--- config.mk ---
export PLATFORM = sky130hd
export DESIGN_NAME = desconcatenador
export DESIGN_NICKNAME = d
export VERILOG_FILES = /design/src/rtl/desconcatenador_pkg.sv /design/src/rtl/desconcatenador_shifter.sv /design/src/rtl/desconcatenador.sv
export SDC_FILE = /design/constraint.sdc
export NUM_CORES = 1
export LEC_CHECK = 0
export ABC_AREA = 0
export BUFFER_PORTS_ARGS = -buffer_cell sky130_fd_sc_hd__buf_2
export CORE_UTILIZATION = 52
export CTS_CLUSTER_DIAMETER = 40
export CTS_CLUSTER_SIZE = 25
export DETAILED_ROUTE_END_ITERATION = 10
export GPL_TIMING_DRIVEN = 0
export PLACE_DENSITY = 0.79
export SLEW_MARGIN = 20
export SYNTH_ARGS = -nofsm -noshare
export SYNTH_HDL_FRONTEND = slang
export SYNTH_SLANG_ARGS = --single-unit
--- constraint.sdc ---
create_clock -name clk -period 1.8 [get_ports clk]
set_input_delay 0.36 -clock clk [delete_from_list [all_inputs] [get_ports clk]]
set_output_delay 0.36 -clock clk [all_outputs]
set_load 0.05 [all_outputs]
--- src/rtl/desconcatenador_pkg.sv ---
// Shared constants and state type for the block assembly/disassembly path.
package desconcatenador_pkg;

  localparam int unsigned BLOCK_W = 128;
  localparam int unsigned WORD_W  = 32;
  localparam int unsigned NWORDS  = BLOCK_W / WORD_W;
  localparam int unsigned IDX_W   = (NWORDS > 1) ? $clog2(NWORDS) : 1;
  localparam int unsigned PAY_W   = BLOCK_W - WORD_W;

  typedef enum logic {
    IDLE = 1'b0,
    SEND = 1'b1
  } state_t;

endpackage

--- src/rtl/desconcatenador_shifter.sv ---
// Loadable MSB-first block shift register with word index counter.
module desconcatenador_shifter
  import desconcatenador_pkg::*;
(
  input  logic               clk,
  input  logic               reset_L,
  input  logic               load,
  input  logic               advance,
  input  logic [BLOCK_W-1:0] din,
  output logic [WORD_W-1:0]  word,
  output logic [IDX_W-1:0]   idx,
  output logic               last_c
);

  logic [BLOCK_W-1:0] sr_q;
  logic [IDX_W-1:0]   idx_q;

  // Load wins over advance so a new block can follow the last word directly.
  always_ff @(posedge clk or negedge reset_L) begin
    if (!reset_L) begin
      sr_q  <= '0;
      idx_q <= '0;
    end else if (load) begin
      sr_q  <= din;
      idx_q <= '0;
    end else if (advance) begin
      sr_q  <= {sr_q[BLOCK_W-WORD_W-1:0], WORD_W'(0)};
      idx_q <= last_c ? '0 : idx_q + IDX_W'(1);
    end
  end

  assign last_c = (idx_q == IDX_W'(NWORDS - 1));
  assign word   = sr_q[BLOCK_W-1 -: WORD_W];
  assign idx    = idx_q;

endmodule

--- src/rtl/desconcatenador.sv ---
// Splits an accepted 128-bit block into MSB-first 32-bit words.
// Define DESCONC_PIPE_EN to accept the next block on the last-word handshake.
module desconcatenador
  import desconcatenador_pkg::*;
(
  input  logic               clk,
  input  logic               reset_L,
  input  logic               blk_valid,
  output logic               blk_ready,
  input  logic [BLOCK_W-1:0] bloque_in,
  output logic               word_valid,
  input  logic               word_ready,
  output logic [WORD_W-1:0]  word_out,
  output logic [IDX_W-1:0]   word_idx,
  output logic               word_last,
  output logic [PAY_W-1:0]   entrada_out,
  output logic [WORD_W-1:0]  nonce_out,
  output logic               busy
);

  state_t state_q, state_d;
  logic   load, advance, last_c;

  desconcatenador_shifter u_shifter (
    .clk     (clk),
    .reset_L (reset_L),
    .load    (load),
    .advance (advance),
    .din     (bloque_in),
    .word    (word_out),
    .idx     (word_idx),
    .last_c  (last_c)
  );

  always_ff @(posedge clk or negedge reset_L) begin
    if (!reset_L) state_q <= IDLE;
    else          state_q <= state_d;
  end

  always_comb begin
    state_d = state_q;
    load    = 1'b0;
    advance = 1'b0;
    case (state_q)
      IDLE: begin
        if (blk_valid) begin
          load    = 1'b1;
          state_d = SEND;
        end
      end
      SEND: begin
        if (word_ready) begin
          if (!last_c) begin
            advance = 1'b1;
          end else begin
`ifdef DESCONC_PIPE_EN
            if (blk_valid) begin
              load = 1'b1;
            end else begin
              advance = 1'b1;
              state_d = IDLE;
            end
`else
            advance = 1'b1;
            state_d = IDLE;
`endif
          end
        end
      end
    endcase
  end

  // Reported fields only move on a block handshake.
  always_ff @(posedge clk or negedge reset_L) begin
    if (!reset_L) begin
      entrada_out <= '0;
      nonce_out   <= '0;
    end else if (load) begin
      entrada_out <= bloque_in[BLOCK_W-1:WORD_W];
      nonce_out   <= bloque_in[WORD_W-1:0];
    end
  end

`ifdef DESCONC_PIPE_EN
  assign blk_ready = (state_q == IDLE) || (last_c && word_ready);
`else
  assign blk_ready = (state_q == IDLE);
`endif

  assign word_valid = (state_q == SEND);
  assign busy       = (state_q == SEND);
  assign word_last  = (state_q == SEND) && last_c;

endmodule
---- After elaboration in Yosys (flattened, before gate mapping) ----
Index checks and enable logic that the tools add are counted.
storage, ports and cells
  flip-flop bits (word level) ............. 259
  word-level logic and storage cells ...... 22
  output and inout bits ................... 166
  input bits .............................. 132
cells by class
  reductions and logical operators ........ 2
  muxes and demuxes ....................... 12
  add/subtract/negate cells ............... 1
  bitwise operators ....................... 1
  equality and inequality tests ........... 1
operators by type and width
  cell                                                            number
  128-bit 2-to-1 mux                                              2
  1-bit 2-to-1 mux                                                6
  2-bit 2-to-1 mux                                                3
  2-bit by 1-bit adder with 2-bit output (second input constant)  1
  2-bit equality test (second input constant)                     1
  1-bit case mux with 2 select lines                              1
  2-bit nonzero test                                              1
  1-bit logical AND                                               1
  1-bit NOT                                                       1

---- Logic depth before layout (Yosys ltp) ----
Gate-level depths: netlist of run 1.
  depth in word-level cells ............... 4
  depth in mapped cells ................... 5
  depth with buffers taken out ............ 3

---- Hierarchy ----
From an unflattened synthesis of run 1, not the netlist that was laid out.
unflattened totals
  cells, all modules ...................... 873
  area, all modules ....................... 11,486.0 µm²
modules (own cells, without submodules)
  module                   seq. area each (µm²)  times used  cells an instance  area an instance (µm²)
  desconcatenador_shifter  3,253.1               1           595                6,113.4
  desconcatenador          3,228.1               1           278                5,372.7

---- Least setup slack after synthesis of run 1 ----
No wires, ideal clock.
  kind .................................... reg2out
  start ................................... reg state_q, in the netlist busy
  end ..................................... out word_last
  slack ................................... -0.377 ns
  data required time ...................... 1.440 ns
  data arrival time ....................... 1.817 ns
  stages on the path, launching flop included .. 5
  cell sequence ........................... dfrtp_1 -> buf_4 -> buf_2 -> buf_4 -> and2_1
between the ends
  cells in the longest elaborated chain, start to end .. 1
ends and longest elaborated chain
  element                 line                   source
  start, declared         desconcatenador.sv:21  state_t state_q, state_d;
  start signal, assigned  desconcatenador.sv:37  else state_q <= state_d;
  1-bit logical AND       desconcatenador.sv:92  assign word_last = (state_q == SEND) && last_c;
  end, declared           desconcatenador.sv:15  output logic word_last,
No other way between the ends.

---- Final worst setup path of run 1 ----
Ends and elaborated chain as after synthesis.

==> results of run 1 <==
how the worst max path moves through the flow:
stage	from	to	slack (ps)	depth (start not counted)
after detailed placement	busy	word_last	-110	5
final	busy	word_last	-110	5
after global placement	reset_L	busy	-4710	1
after CTS	busy	word_last	-120	5
after floorplan	busy	word_last	70	4
after global routing	busy	word_last	-140	5
metal layers:
metal	up-vias	global-route usage [%]	wire (um)
li1	3512	-	-
met2	310	43.74	14040
met4	0	11.25	875
met5	-	0	0
met3	60	6.219	2014
met1	3971	37.36	12720
power breakdown:
group / leakage [nW] / switching (mW) / total [mW] / internal, mW
Sequential: 3.32 / 1.67 / 9.93 / 8.27
Combinational: 4.14 / 9.23 / 13.5 / 4.31
Clock: 0.622 / 2.58 / 7.53 / 4.96
Total: 8.08 / 13.5 / 31.0 / 17.5
cell usage in the layout (no fill, tap or decap), types with 2 or more instances in the layout:
cell,Yosys,routed
a21o_1,60,60
a221o_1,60,60
a22o_1,33,33
and3b_1,60,60
buf_12,0,2
buf_16,0,4
buf_2,36,322
buf_4,40,47
buf_8,0,3
bufinv_16,0,8
clkbuf_1,18,19
clkbuf_16,0,37
clkbuf_2,0,3
clkbuf_4,0,3
clkinv_2,0,5
clkinv_4,0,4
clkinvlp_4,0,3
dfrtp_1,259,258
diode_2,0,5
mux2_2,68,68
mux2i_1,110,110
nor2_1,2,2
logic make-up (layout without fill, tap and decap cells):
kind of cell               count (synthesis)  in the layout  share of synthesized area, %
muxes                                    178            178                         17.25
and+or+nand+nor                           66             66                         5.156
AOI/OAI and AO/OA                        155            155                         12.51
buffers and inverters                     95            465                         5.098
adders and majority gates                  1              1                        0.1156
DFF                                      259            259                         59.88
other                                      0              5                             0
through the flow:
step	instance area, um^2	hold WS (ps)	TNS (ps)	setup slack [ps]
after floorplan	10830	64.41	0	67.49
after global placement	12650	454.8	-1099150	-4707
after detailed placement	12740	284.4	-1376	-108.9
after CTS	14160	77.32	-116.6	-115.1
after global routing	14190	76.41	-159.4	-136.5
final	14190	90.51	-111.1	-111.1
registers in the layout (all words and copies together) (netlist names):
signal          cells
u_shifter.idx       2
busy                1
entrada_out        96
nonce_out          32
u_shifter.sr_q    128
what timing repair did:
item / CTS / global route
gates resized for setup: 15 / 11
hold endpoints to repair: 47 / 0
setup endpoints to repair: 2 / 61
buffers inserted: 6 / 0
hold buffers: 2 / 0
critical path, stage by stage, from the launching register on:
cell	delay [ps]
dfrtp_2	420
buf_8	130
buf_12	120
buf_12	110
and2_4	130
buf_8	140
cell type report:
| cell class | count | area [um^2] | share of cell area (%) |
|---|---|---|---|
| Antenna cell | 5 | 12.51 | 0.08817 |
| Buffer | 94 | 599.3 | 4.223 |
| Clock buffer | 42 | 954.7 | 6.727 |
| Clock inverter | 21 | 331.6 | 2.336 |
| Inverter | 1 | 3.754 | 0.02645 |
| Multi-Input combinational cell | 400 | 3794 | 26.73 |
| Sequential cell | 259 | 6482 | 45.68 |
| Tap cell | 270 | 337.8 | 2.381 |
| Timing Repair Buffer | 307 | 1675 | 11.81 |
==> flow_summary_export.csv, run 1 <==
group,metric,value,unit
floorplan,start_util,53.32,%
route,post_drt_wl_per_cell,21.20,um
worst_setup_path,critPathArrivalTime,1550,ps
worst_setup_path,critical_path_required,1440,ps
timing,period_minus_slack,1911,ps
cells_and_area,stdcell_count,1399,
logic_synthesis,synth_common_cells,"dfrtp_1, mux2i_1, mux2_2",
timing,tightest_slew,630.3,ps
cells_and_area,drive_gt1_share,45.73,%
job,maxCapViolations,0,
logic_synthesis,synth_edf_count,0,
clock_network,cts_tree,"built",
cells_and_area,finalNetCount,1231,
clock_network,clockBufferDepth,3,
timing,fmax,523.3,MHz
logic_synthesis,synth.distinct_cells,18,
pwr,ir_worst_vdd,1420,uV
clock_network,clkSinkCount,259,
placement,hpwlAfterDp,21.35,mm
worst_setup_path,rrSetupSlack,50,ps
logic_synthesis,yosysWarnings,0,
clock_network,insertion_delay,510,ps
floorplan,rows,52,
grt,grt_usage,27.73,%
logic_synthesis,synth_top_area_share,59.88,%
logic_synthesis,synth-seq-area-share,59.88,%
route,drtIter0Drc,452,
floorplan,die_w,146.3,um
route,wl,29.65,mm
worst_setup_path,path_max_fanout,3,
logic_synthesis,synth_most_common_cell,"dfrtp_1",
min_path,whs_path_depth,2,
placement,place_congestion,0.8184,
route,vias,7853,
worst_setup_path,rr_worst_depth,5,
placement,port_buffers,296,
run_status,outcome,"complete, but fails checks",
logic_synthesis,synthCells,754,
pwr,leakage,8.083,nW
cells_and_area,fillers,1455,
timing,finalSetupViolCount,1,
logic_synthesis,synth_ff_type,"dfrtp_1",
logic_synthesis,synth_seq_cells,259,
min_path,hold_path_end,"u_shifter.sr_q[5]",
logic_synthesis,synth_area_leaders,"dfrtp_1, mux2i_1, mux2_2",
clock_network,clk_pin_slew_worst_paths,60,ps
floorplan,dieArea,21400,um^2
worst_setup_path,worst-setup-path-type,"reg2out",
logic_synthesis,syn_area_per_cell,14.36,um^2
floorplan,ioPinCount,298,
timing,rsz0062_at_grt,"yes",
timing,final.setup.worst_slack,-111.1,ps
route,via_per_inst,5.613,
worst_setup_path,timing.rr.start,"busy",
grt,grt_pass1_wl,45.53,mm
logic_synthesis,yosysTopAreaCell,"dfrtp_1",
grt,grt_overflow,0,
route,drtAntennaViolNets,0,
pwr,power,31.01,mW
grt,first_global_vias,8141,
min_path,min-delay-start,"bloque_in[5]",
worst_setup_path,cp-start-kind,"register",
clock_network,cts.htree.levels,2,
grt,grt_max_degree,87,
pwr,power.density,2185,nW/um^2
timing,final_max_slew_viol_count,0,
placement,dp_cells,1323,
logic_synthesis,syn_nets,887,
clock_network,cts_buffers,35,
grt,antenna_found_initial,5,
timing,relSlewSlack,57.98,%
route,drc,0,
min_path,hold_class,"in2reg",
worst_setup_path,reg2reg_to,"u_shifter.sr_q[94]",
logic_synthesis,synth_area,10820,um^2
clock_network,cts_root_buffer,"clkbuf_16",
logic_synthesis,synthArstFlopShare,100.0,%
route,dr.pass1.iters,5,
run_status,violations,"negative setup slack",
timing,hold_viol_final,0,
worst_setup_path,cp-end-kind,"output port",
floorplan,fp.dieH,146.3,um
timing,period_share,106.2,%
floorplan,core,20300,um^2
timing,finalClockSkew,12.10,ps
cells_and_area,syn_to_final_growth,31.11,%
cells_and_area,finish.utilization,69.91,%
Power figures use the tool's default switching activity.
==> run 2: changes to the inputs <==
--- a/config.mk
+++ b/config.mk
@@ -11,8 +11,8 @@
 export CTS_CLUSTER_DIAMETER = 40
 export CTS_CLUSTER_SIZE = 25
 export DETAILED_ROUTE_END_ITERATION = 10
-export GPL_TIMING_DRIVEN = 0
 export PLACE_DENSITY = 0.79
+export RECOVER_POWER = 25
 export SLEW_MARGIN = 20
 export SYNTH_ARGS = -nofsm -noshare
 export SYNTH_HDL_FRONTEND = slang
==> flow_summary_export.csv, run 2 (synthesized netlist as in run 1, its figures left out) <==
group,metric,value,unit
run_status,outcome,"finished, final reports clean",
grt,grt_overflow,0,
route,drc,0,
worst_setup_path,endpoint,"word_last",
floorplan,fp.dieH,146.3,um
route,wl,27.31,mm
floorplan,start_util,53.32,%
timing,setup_tns,0,ps
timing,fmax,564.5,MHz
clock_network,cts_root_buffer,"clkbuf_16",
worst_setup_path,critPathArrivalTime,1410,ps
timing,relSlewSlack,41.85,%
timing,finalSetupViolCount,0,
cells_and_area,finish.utilization,68.54,%
cells_and_area,largest_reg_flops,128,
route,drtIter0Drc,382,
timing,finalClockSkew,8.180,ps
pwr,leakage,7.868,nW
clock_network,cts_buffers,35,
grt,grt_pass1_wl,43.26,mm
placement,port_buffers,297,
worst_setup_path,critPathLaunch,"u_shifter.idx[0]",
worst_setup_path,timing.rr.start,"busy",
floorplan,core,20300,um^2
cells_and_area,reg_top3,"u_shifter.sr_q (128), entrada_out (96), nonce_out (32)",
worst_setup_path,rr_worst_depth,5,
clock_network,cts.htree.levels,2,
worst_setup_path,path_max_fanout,3,
pwr,power.density,2197,nW/um^2
worst_setup_path,rrSetupSlack,60,ps
cells_and_area,finalNetCount,1162,
worst_setup_path,cp-end-kind,"output port",
min_path,hold_class,"in2reg",
route,vias,7435,
floorplan,dieArea,21400,um^2
cells_and_area,final_common_cell,"buf_2",
worst_setup_path,reg2reg_to,"u_shifter.sr_q[33]",
worst_setup_path,critical_path_required,1440,ps
floorplan,rows,52,
floorplan,die_w,146.3,um
route,dr.pass1.iters,5,
clock_network,clk_pin_slew_worst_paths,60,ps
clock_network,clkSinkCount,259,
timing,hold_viol_final,0,
timing,period_minus_slack,1771,ps
route,drtAntennaViolNets,0,
grt,antenna_found_initial,2,
timing,final_max_slew_viol_count,0,
timing,hold_slack,103.6,ps
timing,tightest_slew,872.3,ps
clock_network,cts_tree,"built",
grt,grt_usage,25.95,%
pwr,ir_worst_vdd,1513,uV
grt,first_global_vias,7842,
placement,dpl_worst_slack,271.3,ps
clock_network,clockBufferDepth,3,
route,post_drt_wl_per_cell,20.60,um
cells_and_area,drive_gt1_share,43.93,%
timing,rsz0062_at_grt,"no",
floorplan,ioPinCount,298,
placement,place_congestion,0.7910,
clock_network,insertion_delay,500,ps
grt,grt_max_degree,62,
cells_and_area,syn_to_final_growth,28.54,%
timing,final.setup.worst_slack,28.60,ps
cells_and_area,mostFrequentLayoutCells,"buf_2, dfrtp_1, mux2i_1, mux2_2",
cells_and_area,regMostFlops,"u_shifter.sr_q",
job,maxCapViolations,0,
worst_setup_path,cp-start-kind,"register",
timing,period_share,98.41,%
placement,hpwlAfterDp,18.73,mm
route,via_per_inst,5.607,
worst_setup_path,worst-setup-path-type,"reg2out",
-- run 2: how the worst min path moves through the flow --
stage / start / end / depth (start not counted)
6_report: bloque_in[6] / u_shifter.sr_q[6] / 2
5_1_grt: bloque_in[30] / u_shifter.sr_q[30] / 2
4_1_cts: bloque_in[30] / u_shifter.sr_q[30] / 2
3_5_place_dp: reset_L / nonce_out[26] / 1
3_3_place_gp: reset_L / nonce_out[24] / 1
2_1_floorplan: reset_L / busy / 0
-- run 2: cell type report --
class	instances	area, um^2
Antenna cell	2	5.005
Clock buffer	45	985.9
Clock inverter	17	334.1
Fill cell	1479	6386
Inverter	1	3.754
Multi-Input combinational cell	400	3820
Sequential cell	259	6485
Tap cell	270	337.8
Timing Repair Buffer	332	1942
-- run 2: where the power goes --
group,leakage [nW],switching (mW),internal (mW)
logic,3.91,9.05,3.95
registers,3.32,1.59,8.27
clock network,0.637,2.53,5.18
-- run 2: stage by stage --
stage | total power, mW | instances | instance area [um^2]
2_1_floorplan | 19.74 | 754 | 10830
3_3_place_gp | 22.50 | 1256 | 12540
3_5_place_dp | 22.80 | 1256 | 12540
4_1_cts | 30.77 | 1324 | 13920
5_1_grt | 31.77 | 1326 | 13910
6_report | 30.57 | 1326 | 13910
-- run 2: worst max-delay path, cell delays in order, from the launching register on --
cell     delay [ps]
dfrtp_1         390
ha_2            210
and2_4          160
buf_6           150
-- run 2: per-layer routing --
| layer | vias to the layer above | GRT usage, % | part of all wire [%] |
|---|---|---|---|
| met5 | - | 0 | 0 |
| met4 | 0 | 10.05 | 3.0 |
| met3 | 56 | 4.781 | 5.5 |
| met2 | 273 | 40.33 | 47 |
| met1 | 3740 | 36.39 | 44 |
| li1 | 3366 | - | - |
-- run 2: what timing repair did --
action                                 CTS  global route
endpoints found under the hold margin   48             0
hold buffers                             1             0
setup endpoints to repair                3             1
buffers inserted                         5             0
gates resized for setup                  6             1
==> run 3: changes to the inputs <==
--- a/config.mk
+++ b/config.mk
@@ -11,6 +11,7 @@
 export CTS_CLUSTER_DIAMETER = 40
 export CTS_CLUSTER_SIZE = 25
 export DETAILED_ROUTE_END_ITERATION = 10
+export HOLD_SLACK_MARGIN = 0.15
 export PLACE_DENSITY = 0.79
 export RECOVER_POWER = 25
 export SLEW_MARGIN = 20
==> flow_summary_export.csv, run 3 (synthesized netlist as in run 1, its figures left out) <==
group,metric,value,unit
run_status,outcome,"finished, final reports clean",
cells_and_area,fillers,1361,
placement,dp_cells,1256,
pwr,ir_worst_vdd,1658,uV
timing,relSlewSlack,41.67,%
placement,dpl_worst_slack,271.3,ps
grt,grt_max_degree,62,
timing,hold_slack,224.0,ps
worst_setup_path,crit_path_cell_trace,"ha_2, and2_4, buf_6",
timing,tightest_slew,875.0,ps
floorplan,core,20300,um^2
job,maxCapViolations,0,
route,via_per_inst,5.618,
clock_network,insertion_delay,490,ps
timing,final.setup.worst_slack,28.95,ps
cells_and_area,finish.utilization,71.89,%
grt,antenna_found_initial,2,
cells_and_area,final_common_cell,"buf_2",
route,post_drt_wl_per_cell,20.64,um
cells_and_area,stdcell_count,1394,
floorplan,rows,52,
cells_and_area,finalNetCount,1230,
pwr,power,30.79,mW
route,drc,0,
route,drtIter0Drc,414,
grt,first_global_vias,8262,
clock_network,cts_buffers,35,
grt,grt_usage,27.23,%
pwr,leakage,8.149,nW
timing,period_minus_slack,1771,ps
worst_setup_path,slowest_delay,390,ps
cells_and_area,syn_to_final_growth,34.82,%
grt,grt_pass1_wl,45.48,mm
cells_and_area,mostFrequentLayoutCells,"buf_2, dfrtp_1, mux2i_1, dlygate4sd3_1, mux2_2",
pwr,power.density,2110,nW/um^2
floorplan,dieArea,21400,um^2
cells_and_area,final_area,14590,um^2
placement,place_congestion,0.7910,
floorplan,ioPinCount,298,
timing,hold_viol_final,0,
clock_network,clkSinkCount,259,
route,wl,28.77,mm
clock_network,cts_tree,"built",
placement,port_buffers,297,
placement,hpwlAfterDp,18.73,mm
cells_and_area,drive_gt1_share,41.18,%
clock_network,clockBufferDepth,3,
worst_setup_path,path_max_fanout,3,
timing,finalSetupViolCount,0,
worst_setup_path,path_delay_family,"flip-flops",
worst_setup_path,crit_buf_inv,1,
cells_and_area,seq_area,6485,um^2
floorplan,fp.dieH,146.3,um
min_path,hold_class,"in2reg",
timing,fmax,564.6,MHz
cells_and_area,multi_input_area,3820,um^2
worst_setup_path,critPathSlowestCell,"dfrtp_1",
worst_setup_path,cp-end-kind,"output port",
worst_setup_path,critPathArrivalTime,1410,ps
cells_and_area,reg_top3,"u_shifter.sr_q (128), entrada_out (96), nonce_out (32)",
route,drtAntennaViolNets,0,
grt,grt_overflow,0,
placement,placed_cell_area,12540,um^2
cells_and_area,regMostFlops,"u_shifter.sr_q",
worst_setup_path,critical_path_required,1440,ps
floorplan,start_util,53.32,%
clock_network,cts.htree.levels,2,
clock_network,clk_pin_slew_worst_paths,50,ps
worst_setup_path,worst-setup-path-type,"reg2out",
worst_setup_path,cp-start-kind,"register",
timing,rsz0062_at_grt,"no",
timing,final_max_slew_viol_count,0,
timing,period_share,98.39,%
floorplan,die_w,146.3,um
cells_and_area,largest_reg_flops,128,
route,vias,7831,
route,dr.pass1.iters,5,
timing,setup_tns,0,ps
clock_network,cts_root_buffer,"clkbuf_16",
timing,finalClockSkew,8.351,ps
## run 3: changes by cell type in the layout (fill, tap and decap cells not counted), sizes merged
cell | previous run | this run
dlygate4sd3 | 1 | 69
buf | 328 | 327
clkbuf | 48 | 49
## run 3: power by group
| part | leakage [nW] | switching, mW | internal, mW |
|---|---|---|---|
| sequential | 3.32 | 1.62 | 8.27 |
| combinational | 4.19 | 9.14 | 4.05 |
| clock | 0.637 | 2.54 | 5.18 |
| total | 8.15 | 13.3 | 17.5 |
## run 3: final timing paths
path	from	to	slack, ps	cells after the start
min reg2reg	entrada_out[3]	entrada_out[3]	470	1
min	bloque_in[72]	entrada_out[40]	220	3
max	u_shifter.idx[0]	word_last	30	3
max reg2reg	busy	u_shifter.sr_q[33]	50	5
min in group asynchronous	reset_L	entrada_out[23]	560	2
max in group asynchronous	reset_L	u_shifter.sr_q[57]	420	3
## run 3: metal layers
| layer | GRT usage (%) | share of wire [%] | up-vias |
|---|---|---|---|
| met1 | 37.14 | 44 | 3968 |
| met3 | 4.906 | 5.3 | 73 |
| met5 | 0 | 0 | - |
| met2 | 43.26 | 48 | 289 |
| met4 | 11.25 | 3.5 | 0 |
| li1 | - | - | 3501 |
## run 3: what timing repair did
item | in CTS | in global routing
resized for setup | 6 | 1
hold endpoints to repair | 148 | 0
hold buffers | 69 | 0
buffers inserted | 5 | 0
setup endpoints to repair | 3 | 1
## run 3: worst reg2reg max path, delay by kind of cell, from the launching register on
kind | cells | cell delay [ps]
compound gates | 1 | 380
buf+inv | 3 | 500
flops | 1 | 500
simple gates | 1 | 240
## run 3: cell type report
type,count,area share [%]
clock inverter,17,2.289
timing repair buffer,400,17.96
tap,270,2.315
clock buffer,45,6.756
multi-input combinational,400,26.18
inverter,1,0.02572
sequential,259,44.44
antenna,2,0.03430
